`src/rtl/eth_recv_frontend.sv`:
```
// Ethernet receive front end: deserializes the LSB-first serial stream from the
// network interface MCU, filters frames on the station MAC and streams accepted
// bytes as write strobes into the receive buffer, reporting done or drop at
// the end of each frame.
module eth_recv_frontend #(
   parameter logic [47:0] MAC      = 48'hEAEEF2F6FAFE,
   parameter int          ADDR_W   = 11,
   parameter int          BUF_SIZE = 2048
) (
   input  logic              clk,
   input  logic              n_rst,
   input  logic              recv_sck,
   input  logic              recv_mosi,
   input  logic              n_recv_ss,
   input  logic              buf_full,
   output logic              wr_en,
   output logic [ADDR_W-1:0] wr_addr,
   output logic [7:0]        wr_data,
   output logic              frame_done,
   output logic [ADDR_W-1:0] frame_len,
   output logic              frame_drop
);

   localparam int CNT_W = ADDR_W + 1;
   localparam logic [CNT_W-1:0] CNT_ONE  = CNT_W'(1);
   localparam logic [CNT_W-1:0] CNT_FULL = CNT_W'(BUF_SIZE);
   localparam logic [CNT_W-1:0] CNT_LAST_HDR = CNT_W'(5);

   typedef enum logic [2:0] {
      WAIT_IDLE,
      IDLE,
      HDR,
      BODY,
      DISCARD
   } state_t;

   logic [1:0] sck_sync;
   logic [1:0] mosi_sync;
   logic [1:0] nss_sync;
   logic       sck_prev;
   logic       nss_prev;

   logic       sck_s;
   logic       mosi_s;
   logic       nss_s;
   logic       sck_rise;
   logic       nss_fall;
   logic       nss_rise;

   logic [2:0] bit_cnt;
   logic [6:0] shreg;
   logic       byte_done;
   logic [7:0] byte_val;

   state_t           state, state_n;
   logic [CNT_W-1:0] count, count_n;
   logic [CNT_W-1:0] count_m1;
   logic             end_pend, end_pend_n;
   logic [7:0]       mac_byte;

   logic              wr_en_n;
   logic [ADDR_W-1:0] wr_addr_n;
   logic [7:0]        wr_data_n;
   logic              frame_done_n;
   logic [ADDR_W-1:0] frame_len_n;
   logic              frame_drop_n;

   // Two-flop synchronizers plus previous-value flops for edge detection.
   // The select line resets to "asserted" so a frame already in progress at
   // reset release never produces a falling edge and is never accepted.
   always_ff @(posedge clk or negedge n_rst) begin
      if (!n_rst) begin
         sck_sync  <= 2'b00;
         mosi_sync <= 2'b00;
         nss_sync  <= 2'b00;
         sck_prev  <= 1'b0;
         nss_prev  <= 1'b0;
      end else begin
         sck_sync  <= {sck_sync[0], recv_sck};
         mosi_sync <= {mosi_sync[0], recv_mosi};
         nss_sync  <= {nss_sync[0], n_recv_ss};
         sck_prev  <= sck_sync[1];
         nss_prev  <= nss_sync[1];
      end
   end

   assign sck_s    = sck_sync[1];
   assign mosi_s   = mosi_sync[1];
   assign nss_s    = nss_sync[1];
   assign sck_rise = sck_s & ~sck_prev;
   assign nss_fall = ~nss_s & nss_prev;
   assign nss_rise = nss_s & ~nss_prev;

   assign byte_done = sck_rise & ~nss_s & (bit_cnt == 3'd7);
   assign byte_val  = {mosi_s, shreg};
   assign count_m1  = count - CNT_ONE;

   // Bit assembly: shift in LSB first, restarting the bit count at frame start.
   always_ff @(posedge clk or negedge n_rst) begin
      if (!n_rst) begin
         bit_cnt <= 3'd0;
         shreg   <= 7'd0;
      end else if (nss_fall) begin
         bit_cnt <= 3'd0;
      end else if (sck_rise && !nss_s) begin
         bit_cnt <= bit_cnt + 3'd1;
         shreg   <= {mosi_s, shreg[6:1]};
      end
   end

   // Frame state machine registers and registered outputs.
   always_ff @(posedge clk or negedge n_rst) begin
      if (!n_rst) begin
         state      <= WAIT_IDLE;
         count      <= '0;
         end_pend   <= 1'b0;
         wr_en      <= 1'b0;
         wr_addr    <= '0;
         wr_data    <= 8'd0;
         frame_done <= 1'b0;
         frame_len  <= '0;
         frame_drop <= 1'b0;
      end else begin
         state      <= state_n;
         count      <= count_n;
         end_pend   <= end_pend_n;
         wr_en      <= wr_en_n;
         wr_addr    <= wr_addr_n;
         wr_data    <= wr_data_n;
         frame_done <= frame_done_n;
         frame_len  <= frame_len_n;
         frame_drop <= frame_drop_n;
      end
   end

   // Next-state logic. A frame end is noted in end_pend and resolved one cycle
   // later, so a byte completing together with the select rise is written and
   // counted before the done/drop decision is taken.
   always_comb begin
      state_n      = state;
      count_n      = count;
      end_pend_n   = 1'b0;
      wr_en_n      = 1'b0;
      wr_addr_n    = wr_addr;
      wr_data_n    = wr_data;
      frame_done_n = 1'b0;
      frame_len_n  = frame_len;
      frame_drop_n = 1'b0;
      mac_byte     = 8'(MAC >> {count[2:0], 3'b000});

      if (end_pend) begin
         state_n = IDLE;
         if (state == BODY) begin
            frame_done_n = 1'b1;
            frame_len_n  = count_m1[ADDR_W-1:0];
         end else begin
            frame_drop_n = 1'b1;
         end
      end else begin
         case (state)
            WAIT_IDLE: begin
               if (nss_s) state_n = IDLE;
            end
            IDLE: begin
               if (nss_fall) begin
                  count_n = '0;
                  state_n = buf_full ? DISCARD : HDR;
               end
            end
            HDR: begin
               if (byte_done) begin
                  wr_en_n   = 1'b1;
                  wr_addr_n = count[ADDR_W-1:0];
                  wr_data_n = byte_val;
                  count_n   = count + CNT_ONE;
                  if (byte_val != mac_byte) state_n = DISCARD;
                  else if (count == CNT_LAST_HDR) state_n = BODY;
               end
               if (nss_rise) end_pend_n = 1'b1;
            end
            BODY: begin
               if (byte_done) begin
                  if (count == CNT_FULL) begin
                     state_n = DISCARD;
                  end else begin
                     wr_en_n   = 1'b1;
                     wr_addr_n = count[ADDR_W-1:0];
                     wr_data_n = byte_val;
                     count_n   = count + CNT_ONE;
                  end
               end
               if (nss_rise) end_pend_n = 1'b1;
            end
            DISCARD: begin
               if (nss_rise) end_pend_n = 1'b1;
            end
            default: state_n = WAIT_IDLE;
         endcase
      end
   end

endmodule

```
`config.mk`:
```
export PLATFORM = sky130hd
export DESIGN_NAME = eth_recv_frontend
export DESIGN_NICKNAME = d
export VERILOG_FILES = /design/src/rtl/eth_recv_frontend.sv
export SDC_FILE = /design/constraint.sdc
export NUM_CORES = 1
export LEC_CHECK = 0
export CORE_UTILIZATION = 35
export CTS_CLUSTER_SIZE = 16
export DETAILED_ROUTE_END_ITERATION = 12
export GPL_TIMING_DRIVEN = 1
export PLACE_DENSITY_LB_ADDON = 0.12
export SLEW_MARGIN = 0
export SYNTH_ARGS = -nofsm -noshare
export SYNTH_HDL_FRONTEND = slang
export SYNTH_SLANG_ARGS = --single-unit
```
`constraint.sdc`:
```
create_clock -name clk -period 2.7 [get_ports clk]
set_input_delay 0.54 -clock clk [delete_from_list [all_inputs] [get_ports clk]]
set_output_delay 0.54 -clock clk [all_outputs]
set_load 0.01 [all_outputs]
```
Word level (Yosys, flattened, before mapping). Index checks and enable logic that the tools add are counted.

Bits of input ports: 6. Bits in registers: 67. Output and inout port bits: 33. Word-level logic and storage cells: 98.

Bitwise operators: 10. Equal/unequal tests: 19. Add/sub/neg operators: 3. Muxes and demuxes: 37. Reduce and logical (&&, ||, !) cells: 12. Shifts and indexed selects: 1.

Operators with widths (count): $mux W12 (4); $shr A48 B6 Y8 const A (1); $pmux W12 S3 (1); $mux W11 (3); $mux W3 (11); $mux W8 (3); $pmux W11 S2 (1); $pmux W8 S2 (1); $pmux W3 S5 (1); $add A12 B1 Y12 const B (1); $eq A12 B12 Y1 const B (1); $eq A12 B3 Y1 const B (1); $ne A3 B3 Y1 const B (4); $mux W1 (11); $sub A11 B1 Y11 const B (1); $ne A2 B2 Y1 const B (5); $ne A8 B8 Y1 (1); $reduce_and A7 Y1 (1); $eq A3 B2 Y1 const B (2); $eq A3 B3 Y1 const B (2); $reduce_and A6 Y1 (1); $and A1 B1 Y1 (5); $not A1 Y1 (5); $reduce_and A5 Y1 (1); 12 further kinds (14).

Logic depth before layout (Yosys ltp). Gate-level depths: netlist of run 1.

Depth in word-level cells: 7. Gate-level depth with buffers: 12. Depth with buffers taken out: 9.

Least setup slack after synthesis of run 1. OpenSTA, ideal clock, no wires.

Path kind: reg-to-reg. Start: register count[1]. End: register count[7]. Arrival: 1.971 ns. Buffers on the path: 3. Setup time: 0.083 ns. Period minus slack after synthesis: 2.054 ns. Setup slack: 0.646 ns. Stages on the path, launching flop included: 13. Required time: 2.617 ns. Cells stage by stage: dfrtp_1 buf_6 inv_1 ha_1 nor3b_2 and2_2 and3_1 a21o_1 buf_4 inv_4 buf_6 nand2_1 o21ai_0.

Cells in the longest elaborated chain, start to end: 4. Elaborated cells on any way between the ends: 8. Classes of those cells: add/sub: 1; eq/ne: 2; mux: 4; reduce/logical: 1.

RTL lines: start, declared (line 56) `logic [CNT_W-1:0] count, count_n;`; start signal, assigned (line 125) `count <= count_n;`; $add A12 B1 Y12 (line 175, 189); $mux W12 (line 183) `if (count == CNT_FULL) begin`; $mux W12 (line 182) `if (byte_done) begin`; $pmux W12 S3 (line 160) `case (state)`.

Several ways; a longest one is shown, not always the timed one. The select of a mux whose other input is x is not followed. A chain may end at the register's enable or synchronous reset.

Worst setup path after layout of run 1.
Start: register count[0]. End: register count[5].

The elaborated chain is that of the path after synthesis.

==> qor.yml, run 1 <==
status:
  status: "complete, no violations"
sta:
  fin_tns_setup_ps: 0
  setup-violations-final: 0
  worst_slew_pin_slew_ps: 552
  max_freq_ghz: 0.429
  fin_crit_sh: 0.863
  finalHoldViolCount: 0
  min_period_ps: 2330
  max_slew_margin: 0.630
  clock_skew_ps: 9.26
  maxSlewViolCount: 0
  rsz0062_at_grt: "no"
clock_tree:
  post-cts-setup-buffer-count: 0
  root_buffer: "clkbuf_8"
  cts_tree: "built"
  h-tree-depth: 3
  cts_resized: 0
  clk_path_buf_depth: 2
  holdBufCountCts: 0
  path_clk_slew_ps: 70
  clock_sinks: 67
  clock_latency_ps: 340
  cts_made_buffers: 9
logic_synthesis:
  synthArstFlopShare: 1.00
  yosysSeqAreaShare: 0.532
  yosys_warnings: 0
  yosys_most_used_dff: "dfrtp_1"
  synth_xor_area_frac: 0.0278
  syn-num-nets: 339
  synth_adder_area_share: 0.0238
  synthDominantCellAreaShare: 0.532
  synth.distinct_cells: 50
  synth_seq_cells: 67
  syn-instance-count: 327
  synth_compound_area_frac: 0.128
  synthSimpleGateAreaFrac: 0.214
  synth_area_leaders: "dfrtp_1, nand2_1, o21ai_0"
  synth_area_leader_cell: "dfrtp_1"
  avgSynthCellArea_um2: 9.65
  synth_edf_count: 0
  syn_area_um2: 3150
  synthMuxAreaShare: 0.0250
  synth_top_family_by_area: "simple AND/OR/NAND/NOR gates"
finish:
  drive_gt1_frac: 0.109
  area_growth_pct: 23.3
  fin_nets: 373
  final_cells: 474
  fin_area_um2: 3890
  fillers: 844
  diodes: 0
pwr:
  p_leak_nw: 1.81
  total_power_mw: 3.14
  powerDensity_nw_per_um2: 807
  vdd.ir_drop.worst_uv: 240
floorplanning:
  dieHeight_um: 96.9
  coreArea_um2: 8720
  start_util: 0.362
  die-area_um2: 9400
  ios: 39
  rows: 34
  fp.dieW_um: 96.9
worst_setup_path:
  cp_data_required_time_ps: 2930
  cp-end-kind: "flop"
  rr_worst_depth: 8
  worstPathMaxFanout: 17
  critical_path_class: "reg -> reg"
  worstPathArrival_ps: 2560
  r2r_start: "count[0]"
  crit_path_max_incr_delay_ps: 480
  r2r_setup_slack_ps: 370
  cp_slowest_cell: "dfrtp_1"
  path_cells: "inv_1 -> ha_1 -> nor3b_2 -> and2_2 -> and3_1 -> a21o_1 -> buf_4 -> o41ai_1"
  r2r-end: "count[5]"
  critPathLaunchType: "flop"
job:
  cap_violations: 0
routing:
  totalWireLength_um: 6620
  vias_per_cell: 4.99
  vias: 2367
  routedWlPerCell_um: 14.0
  drc: 0
  ant_nets: 0
  firstDrtPassIters: 6
  drtIter0Drc: 158
global_routing:
  grt_pass1_wl_um: 11900
  grt.overflow.total: 0
  antenna_found_initial: 0
  grt_pass1_vias: 2392
  grtUsageTotal: 0.158
  grt_max_degree: 68
placement:
  dpl_cell_area_um2: 3600
  dp.cells: 458
  place_congestion: 0.782
  dp_hpwl_um: 4390
  port_buffers: 38
worst_hold_path:
  hold_class: "in -> async"
## placed cells by master (no fill, tap or decap), drive strengths merged, types with 3 or more instances in the layout
master,n
nor3,8
nor4,3
clkbuf,9
mux2,7
xnor2,7
clkdlybuf4s50,37
a21oi,8
buf,9
nand3,4
a21o,3
and3,6
ha,6
nand2,82
inv,5
bufinv,5
nor2,20
xor2,3
nor2b,3
a31oi,4
o21ai,36
dfrtp,67
## area by class of cell
class                           instances  area [um2]  share of cell area
Sequential cell                        67        1680               0.431
Clock buffer                            9         124              0.0318
Timing Repair Buffer                   46         448               0.115
Multi-Input combinational cell        232        1320               0.340
Tap cell                              108         135              0.0347
Clock inverter                          7         164              0.0421
Inverter                                5        21.3             0.00547
## worst max-delay path, delay by kind of cell (launching register included)
family / cells / cell delay [ps]
adders and majority gates: 1 / 250
AOI/OAI and AO/OA: 2 / 550
buffers and inverters: 2 / 330
DFF: 1 / 480
and+or+nand+nor: 3 / 600
## synth_stat cells (all sizes together) (3+ instances only)
master,n
nor4,3
dfrtp,67
nor2,20
buf,16
mux2,7
ha,6
nand2,82
xnor2,7
inv,5
xor2,3
and3,6
nor2b,3
a21oi,8
nor3,8
clkbuf,7
a21o,3
a31oi,4
o21ai,36
nand3,4
## worst max path at each step
stage / start / end / cells after the start
3_3_place_gp: count[0] / count[5] / 8
5_1_grt: count[0] / count[11] / 9
6_report: count[0] / count[5] / 8
4_1_cts: count[0] / count[5] / 8
2_1_floorplan: count[1] / count[7] / 12
3_5_place_dp: count[0] / count[5] / 8
## registers in the layout, summed over array words and instances, names as in the netlist, 2 cells and up
name       count
count         12
frame_len     11
wr_addr       11
wr_data        8
shreg          7
bit_cnt        3
state          3
mosi_sync      2
nss_sync       2
sck_sync       2
## cells by family after synthesis
| group | Yosys count |
|---|---|
| AOI/OAI and AO/OA | 67 |
| xor gates and xnor gates | 10 |
| adders and majority gates | 6 |
| buffers and inverters | 28 |
| DFF | 67 |
| muxes | 7 |
| and+or+nand+nor | 142 |
## power breakdown
group          switching, mW  internal, mW  total, mW
sequential             0.159          1.15       1.31
combinational          0.287         0.346      0.633
clock                  0.399         0.800       1.20
## layer usage
layer	vias to the layer above	GRT usage	part of all wire
met3	9	0.0311	0.028
met5	-	0	0
li1	1179	-	-
met1	1137	0.227	0.52
met4	0	0.0781	0.018
met2	42	0.227	0.43
## stage by stage
step | hold WS [ps] | setup WS, ps | utilization
CTS | 218 | 364 | 0.446
floorplan | 244 | 646 | -
global placement | 332 | 459 | 0.413
detailed placement | 336 | 385 | 0.413
finish | 201 | 371 | 0.446
global route | 221 | 182 | 0.446
Power figures use the tool's default switching activity.
==> inputs of run 2 (changes only) <==
Settings changed: ABC_CLOCK_PERIOD_IN_PS from default to 2700, CORE_ASPECT_RATIO from default to 0.6.
==> run 2 against run 1 <==
Against the previous run: fmax is 0.55% lower; sequential power hardly changed; global-route usage is 0.70 points higher; setup slack worse by 13 ps; die area is 0.14% higher; non-clock buffer count is 4 higher; routed wire length is 4.5% higher; via count is 0.59% higher; hold slack better by 4.6 ps; clock skew is 4.0 ps lower; sequential share of layout area hardly changed; register-to-register slack hardly changed; critical path type unchanged; largest cell class unchanged; largest power group unchanged.
==> qor.yml, run 2 (synthesized netlist as in run 1, its figures left out) <==
worst_setup_path:
  path_cells: "inv_1 -> ha_1 -> nor3b_2 -> and2_2 -> and3_1 -> a21o_1 -> buf_4 -> o41ai_1"
  cp-end-kind: "flop"
  worstPathArrival_ps: 2570  # about the same
  crit_path_max_incr_delay_ps: 480  # about the same
  critical_path_class: "reg -> reg"
  r2r_setup_slack_ps: 360  # about the same
  rr_worst_depth: 8  # unchanged
  r2r-end: "count[5]"
  cp_data_required_time_ps: 2930  # about the same
  cp_slowest_cell: "dfrtp_1"
  worstPathMaxFanout: 15  # -2
  r2r_start: "count[0]"
  critPathLaunchType: "flop"
global_routing:
  grt_pass1_wl_um: 11600  # -2.2%
  antenna_found_initial: 0  # unchanged
  use_met2: 0.209  # -0.0176
  grt.overflow.total: 0  # unchanged
  grt_use_met1: 0.246  # +0.0183
  grt_pass1_vias: 2210  # -7.6%
  grtUsageTotal: 0.165  # +0.00698
  grt-busiest-layer: "met1"
  grt_max_degree: 28  # -59%
  use_met3: 0.0611  # +0.0300
floorplanning:
  die-area_um2: 9410  # +0.14%
  fp.dieW_um: 125  # +28%
  coreArea_um2: 8620  # -1.1%
  rows: 26  # -24%
  ios: 39  # unchanged
  dieHeight_um: 75.5  # -22%
  start_util: 0.366  # +0.00420
finish:
  diodes: 0  # unchanged
  fin_area_um2: 3890  # about the same
  drive_gt1_frac: 0.114  # +0.00422
  final_cell_mix: "nand2_1, dfrtp_1, clkdlybuf4s50_1"
  seq_area_um2: 1680  # unchanged
  multi_input_area_um2: 1320  # unchanged
  fin_nets: 377  # +1.1%
  reg_top3: "count: 12 flops, frame_len: 11 flops, wr_addr: 11 flops"
  final_common_cell: "nand2_1"
  fillers: 841  # -0.36%
  area_growth_pct: 23.2  # about the same
  largest_reg_flops: 12  # unchanged
  regMostFlops: "count"
worst_hold_path:
  hold_class: "in -> async"
pwr:
  pwr-share-clk: 0.347  # -0.035
  powerDensity_nw_per_um2: 768  # -4.8%
  p_leak_nw: 1.81  # about the same
  p_sw_uw: 876  # +3.7%
  comb_power_share: 0.213  # +0.011
  vdd.ir_drop.worst_uv: 391  # +63%
  power_frac_seq: 0.440  # +0.024
  intPower_mw: 2.11  # -8.0%
  switching_share: 0.294  # +0.0243
sta:
  max_freq_ghz: 0.427  # -0.55%
  fin_tns_setup_ps: 0  # unchanged
  clock_skew_ps: 5.26  # -4.01 ps
  fin_ws_ps: 358  # -12.9 ps
  rsz0062_at_grt: "no"
  maxSlewViolCount: 0  # unchanged
  finalHoldViolCount: 0  # unchanged
  worst_slew_pin_slew_ps: 596  # +44.6 ps
  fin_crit_sh: 0.867  # +0.00478
  min_period_ps: 2340  # +12.9 ps
  setup-violations-final: 0  # unchanged
  max_slew_margin: 0.600  # -0.0299
routing:
  drtIter0Drc: 143  # -9.5%
  drc: 0  # unchanged
  ant_nets: 0  # unchanged
  vias: 2381  # +0.59%
  routedWlPerCell_um: 14.4  # +2.8%
  vias_per_cell: 4.94  # -1.1%
  totalWireLength_um: 6920  # +4.5%
  firstDrtPassIters: 5  # -1
clock_tree:
  cts_resized: 0  # unchanged
  clock_sinks: 67  # unchanged
  clock_latency_ps: 330  # about the same
  h-tree-depth: 3  # unchanged
  cts_tree: "built"
  holdBufCountCts: 0  # unchanged
  post-cts-setup-buffer-count: 0  # unchanged
  path_clk_slew_ps: 50  # -20 ps
  cts_made_buffers: 9  # unchanged
  root_buffer: "clkbuf_16"
  clk_path_buf_depth: 2  # unchanged
placement:
  place_congestion: 0.812  # +3.8%
  dp_hpwl_um: 4820  # +9.7%
  post-place-ws_ps: 350  # -34.8 ps
  port_buffers: 38  # unchanged
  dpl_cell_area_um2: 3620  # +0.63%
status:
  status: "complete, no violations"
job:
  cap_violations: 0  # unchanged
## run 2: changes by cell type in the layout (fill, tap and decap cells not counted), sizes merged
| cell | delta |
|---|---|
| clkinvlp | +2 |
| clkbuf | +2 |
| clkinv | +1 |
| bufinv | -5 |
| buf | +4 |
## run 2: worst max-delay path by stage
stage	depth (start not counted)	endpoint	start	slack [ps]
after global placement	8	count[5]	count[0]	430
after CTS	8	count[5]	count[0]	330
after floorplan	12	count[7]	count[1]	650
after detailed placement	8	count[5]	count[0]	350
final	8	count[5]	count[0]	360
after global routing	9	count[10]	count[0]	150
## run 2: final cells by class
type,count,area share
clock buffers,11,0.0599
clock inverters,5,0.00772
inverters,5,0.00547
multi-input cells,232,0.340
flip-flops and latches,67,0.431
well taps,112,0.0360
repair buffers,50,0.120
## run 2: routing by layer
metal  up-vias  wire length [um]  share of wire
met5         -                 0              0
met4         0                60         0.0087
met3         4               445          0.064
met2        56              2660           0.38
met1      1127              3750           0.54
li1       1194                 -              -
## run 2: critical path: cells and delay by family, from the launching register on
| kind | cells | cell delay (ps) |
|---|---|---|
| fa+ha+maj | 1 | 250 |
| buf+inv | 2 | 340 |
| simple gates | 3 | 610 |
| compound gates | 2 | 560 |
| flops | 1 | 480 |
## run 2: power groups by stage
stage | clock, mW | sequential (mW) | combinational, mW
2_1_floorplan | 0 | 1.29 | 0.389
3_3_place_gp | 0 | 1.33 | 0.635
3_5_place_dp | 0 | 1.33 | 0.640
4_1_cts | 1.07 | 1.31 | 0.643
5_1_grt | 1.11 | 1.34 | 0.716
6_report | 1.04 | 1.31 | 0.637
## run 2: metrics by stage
step | hold WS [ps] | util | total power, mW | cells
floorplan | 244 | - | 1.68 | 327
global placement | 334 | 0.420 | 1.96 | 466
detailed placement | 337 | 0.420 | 1.97 | 466
CTS | 216 | 0.451 | 3.03 | 482
global route | 248 | 0.451 | 3.17 | 482
finish | 205 | 0.451 | 2.99 | 482
==> inputs of run 3 (changes only) <==
Settings changed: HOLD_SLACK_MARGIN from default to 0.1, SETUP_SLACK_MARGIN from default to 0.15.
==> run 3 against run 2 <==
Against the previous run: combinational power is essentially flat; utilization is essentially flat; critical path depth is the same; register-to-register slack lost 20 ps; die area is the same; critical path type unchanged; largest power group unchanged.
==> qor.yml, run 3 (synthesized netlist as in run 1, its figures left out) <==
global_routing:
  antenna_found_initial: 0  # unchanged
  grt_max_degree: 28  # unchanged
  grtUsageTotal: 0.165  # unchanged
  use_met2: 0.209  # unchanged
  grt_pass1_wl_um: 11600  # unchanged
  grt-busiest-layer: "met1"
  grt_use_met1: 0.246  # unchanged
  grt.overflow.total: 0  # unchanged
  use_met3: 0.0611  # unchanged
  grt_pass1_vias: 2210  # unchanged
worst_setup_path:
  cp_num_buf_inv: 2  # unchanged
  cp_data_required_time_ps: 2930  # about the same
  worstPathMaxFanout: 15  # unchanged
  r2r_setup_slack_ps: 340  # -20 ps
  rr_worst_depth: 8  # unchanged
  path_depth: 8  # unchanged
  r2r-end: "count[5]"
  r2r_start: "count[0]"
  critPathCapture: "count[5]"
  worstPathArrival_ps: 2590  # +20 ps
  critical_path_class: "reg -> reg"
  crit_family: "simple AND/OR/NAND/NOR gates"
  cp-startpoint: "count[0]"
  cp_slowest_cell: "dfrtp_1"
  critPathLaunchType: "flop"
  crit_path_max_incr_delay_ps: 480  # about the same
  cp-end-kind: "flop"
  path_cells: "inv_1 -> ha_1 -> nor3b_2 -> and2_2 -> and3_1 -> a21o_1 -> buf_4 -> o41ai_1"
sta:
  finalHoldViolCount: 0  # unchanged
  fin_tns_setup_ps: 0  # unchanged
  maxSlewViolCount: 0  # unchanged
  min_period_ps: 2360  # +19.1 ps
  max_slew_margin: 0.604  # +0.00369
  fin_crit_sh: 0.874  # +0.00708
  setup-violations-final: 0  # unchanged
  worst_slew_pin_slew_ps: 591  # -5.51 ps
  max_freq_ghz: 0.424  # -0.81%
  clock_skew_ps: 5.58  # +0.322 ps
  rsz0062_at_grt: "no"
pwr:
  powerDensity_nw_per_um2: 767  # -0.12%
  comb_power_share: 0.213  # about the same
  switching_share: 0.293  # -0.000372
  intPower_mw: 2.11  # about the same
  power_frac_seq: 0.440  # about the same
  pwr-share-clk: 0.347  # about the same
  vdd.ir_drop.worst_uv: 391  # about the same
  p_sw_uw: 875  # -0.18%
  p_leak_nw: 1.81  # about the same
floorplanning:
  start_util: 0.366  # unchanged
  fp.dieW_um: 125  # unchanged
  coreArea_um2: 8620  # unchanged
  dieHeight_um: 75.5  # unchanged
  rows: 26  # unchanged
  die-area_um2: 9410  # unchanged
  ios: 39  # unchanged
placement:
  place_congestion: 0.812  # unchanged
  dp_hpwl_um: 4820  # unchanged
  port_buffers: 38  # unchanged
  dpl_cell_area_um2: 3620  # unchanged
clock_tree:
  path_clk_slew_ps: 50  # about the same
  cts_tree: "built"
  clock_latency_ps: 330  # about the same
  post-cts-setup-buffer-count: 0  # unchanged
  h-tree-depth: 3  # unchanged
  cts_made_buffers: 9  # unchanged
  holdBufCountCts: 0  # unchanged
  clock_sinks: 67  # unchanged
  root_buffer: "clkbuf_16"
  clk_path_buf_depth: 2  # unchanged
routing:
  vias: 2385  # +0.17%
  firstDrtPassIters: 4  # -1
  drc: 0  # unchanged
  vias_per_cell: 4.95  # +0.17%
  drtIter0Drc: 144  # +0.70%
  ant_nets: 0  # unchanged
  totalWireLength_um: 6880  # -0.52%
  routedWlPerCell_um: 14.3  # -0.52%
finish:
  final_common_cell: "nand2_1"
  fin_area_um2: 3890  # about the same
  fin_nets: 377  # unchanged
  reg_top3: "count: 12 flops, frame_len: 11 flops, wr_addr: 11 flops"
  fin_util: 0.451  # about the same
  drive_gt1_frac: 0.114  # unchanged
  final_cell_mix: "nand2_1, dfrtp_1, clkdlybuf4s50_1"
  area_growth_pct: 23.3  # about the same
  largest_reg_flops: 12  # unchanged
  regMostFlops: "count"
  diodes: 0  # unchanged
job:
  cap_violations: 0  # unchanged
worst_hold_path:
  hold_class: "in -> async"
status:
  status: "complete, no violations"
run 3: layout make-up:
class | count | area [um2]
well taps | 112 | 140
multi-input cells | 232 | 1320
clock inverters | 5 | 30.0
fillers | 841 | 4730
clock buffers | 11 | 233
flip-flops and latches | 67 | 1680
repair buffers | 50 | 465
inverters | 5 | 23.8
run 3: routing by layer:
| metal | vias up | part of all wire |
|---|---|---|
| met5 | - | 0 |
| met4 | 0 | 0.016 |
| met3 | 9 | 0.060 |
| met2 | 60 | 0.38 |
| met1 | 1121 | 0.55 |
| li1 | 1195 | - |
run 3: what timing repair did:
item | CTS | global route
resized for setup | 0 | 1
endpoints found under the setup margin | 0 | 1
endpoints found under the hold margin | 0 | 0
run 3: worst min path at each step:
stage                             from      endpoint  slack [ps]  cells past startpoint
final                            n_rst    frame_done         200                      1
after global routing             n_rst    frame_done         250                      1
after CTS                        n_rst    frame_done         220                      1
after detailed placement  mosi_sync[0]  mosi_sync[1]         340                      0
after global placement    mosi_sync[0]  mosi_sync[1]         330                      0
after floorplan                  n_rst    bit_cnt[0]         240                      0
run 3: power by group through the flow:
stage / clock (mW) / combinational [mW] / sequential [mW]
finish: 1.04 / 0.635 / 1.31
global route: 1.11 / 0.716 / 1.34
global placement: 0 / 0.635 / 1.33
detailed placement: 0 / 0.640 / 1.33
CTS: 1.07 / 0.643 / 1.31
floorplan: 0 / 0.389 / 1.29
run 3: metrics by stage:
| step | hold WS [ps] | total power [mW] | std cells | worst slack, ps |
|---|---|---|---|---|
| floorplan | 244 | 1.68 | 327 | 646 |
| detailed placement | 337 | 1.97 | 466 | 350 |
| global route | 248 | 3.17 | 482 | 151 |
| global placement | 334 | 1.96 | 466 | 434 |
| CTS | 216 | 3.03 | 482 | 332 |
| finish | 203 | 2.98 | 482 | 339 |
run 3: worst reg2reg max path, delay by kind of cell (launching register included):
kind	cells	cell delay, ps
buffers and inverters	2	340
DFF	1	480
AOI/OAI and AO/OA	2	580
and+or+nand+nor	3	600
adders and majority gates	1	250
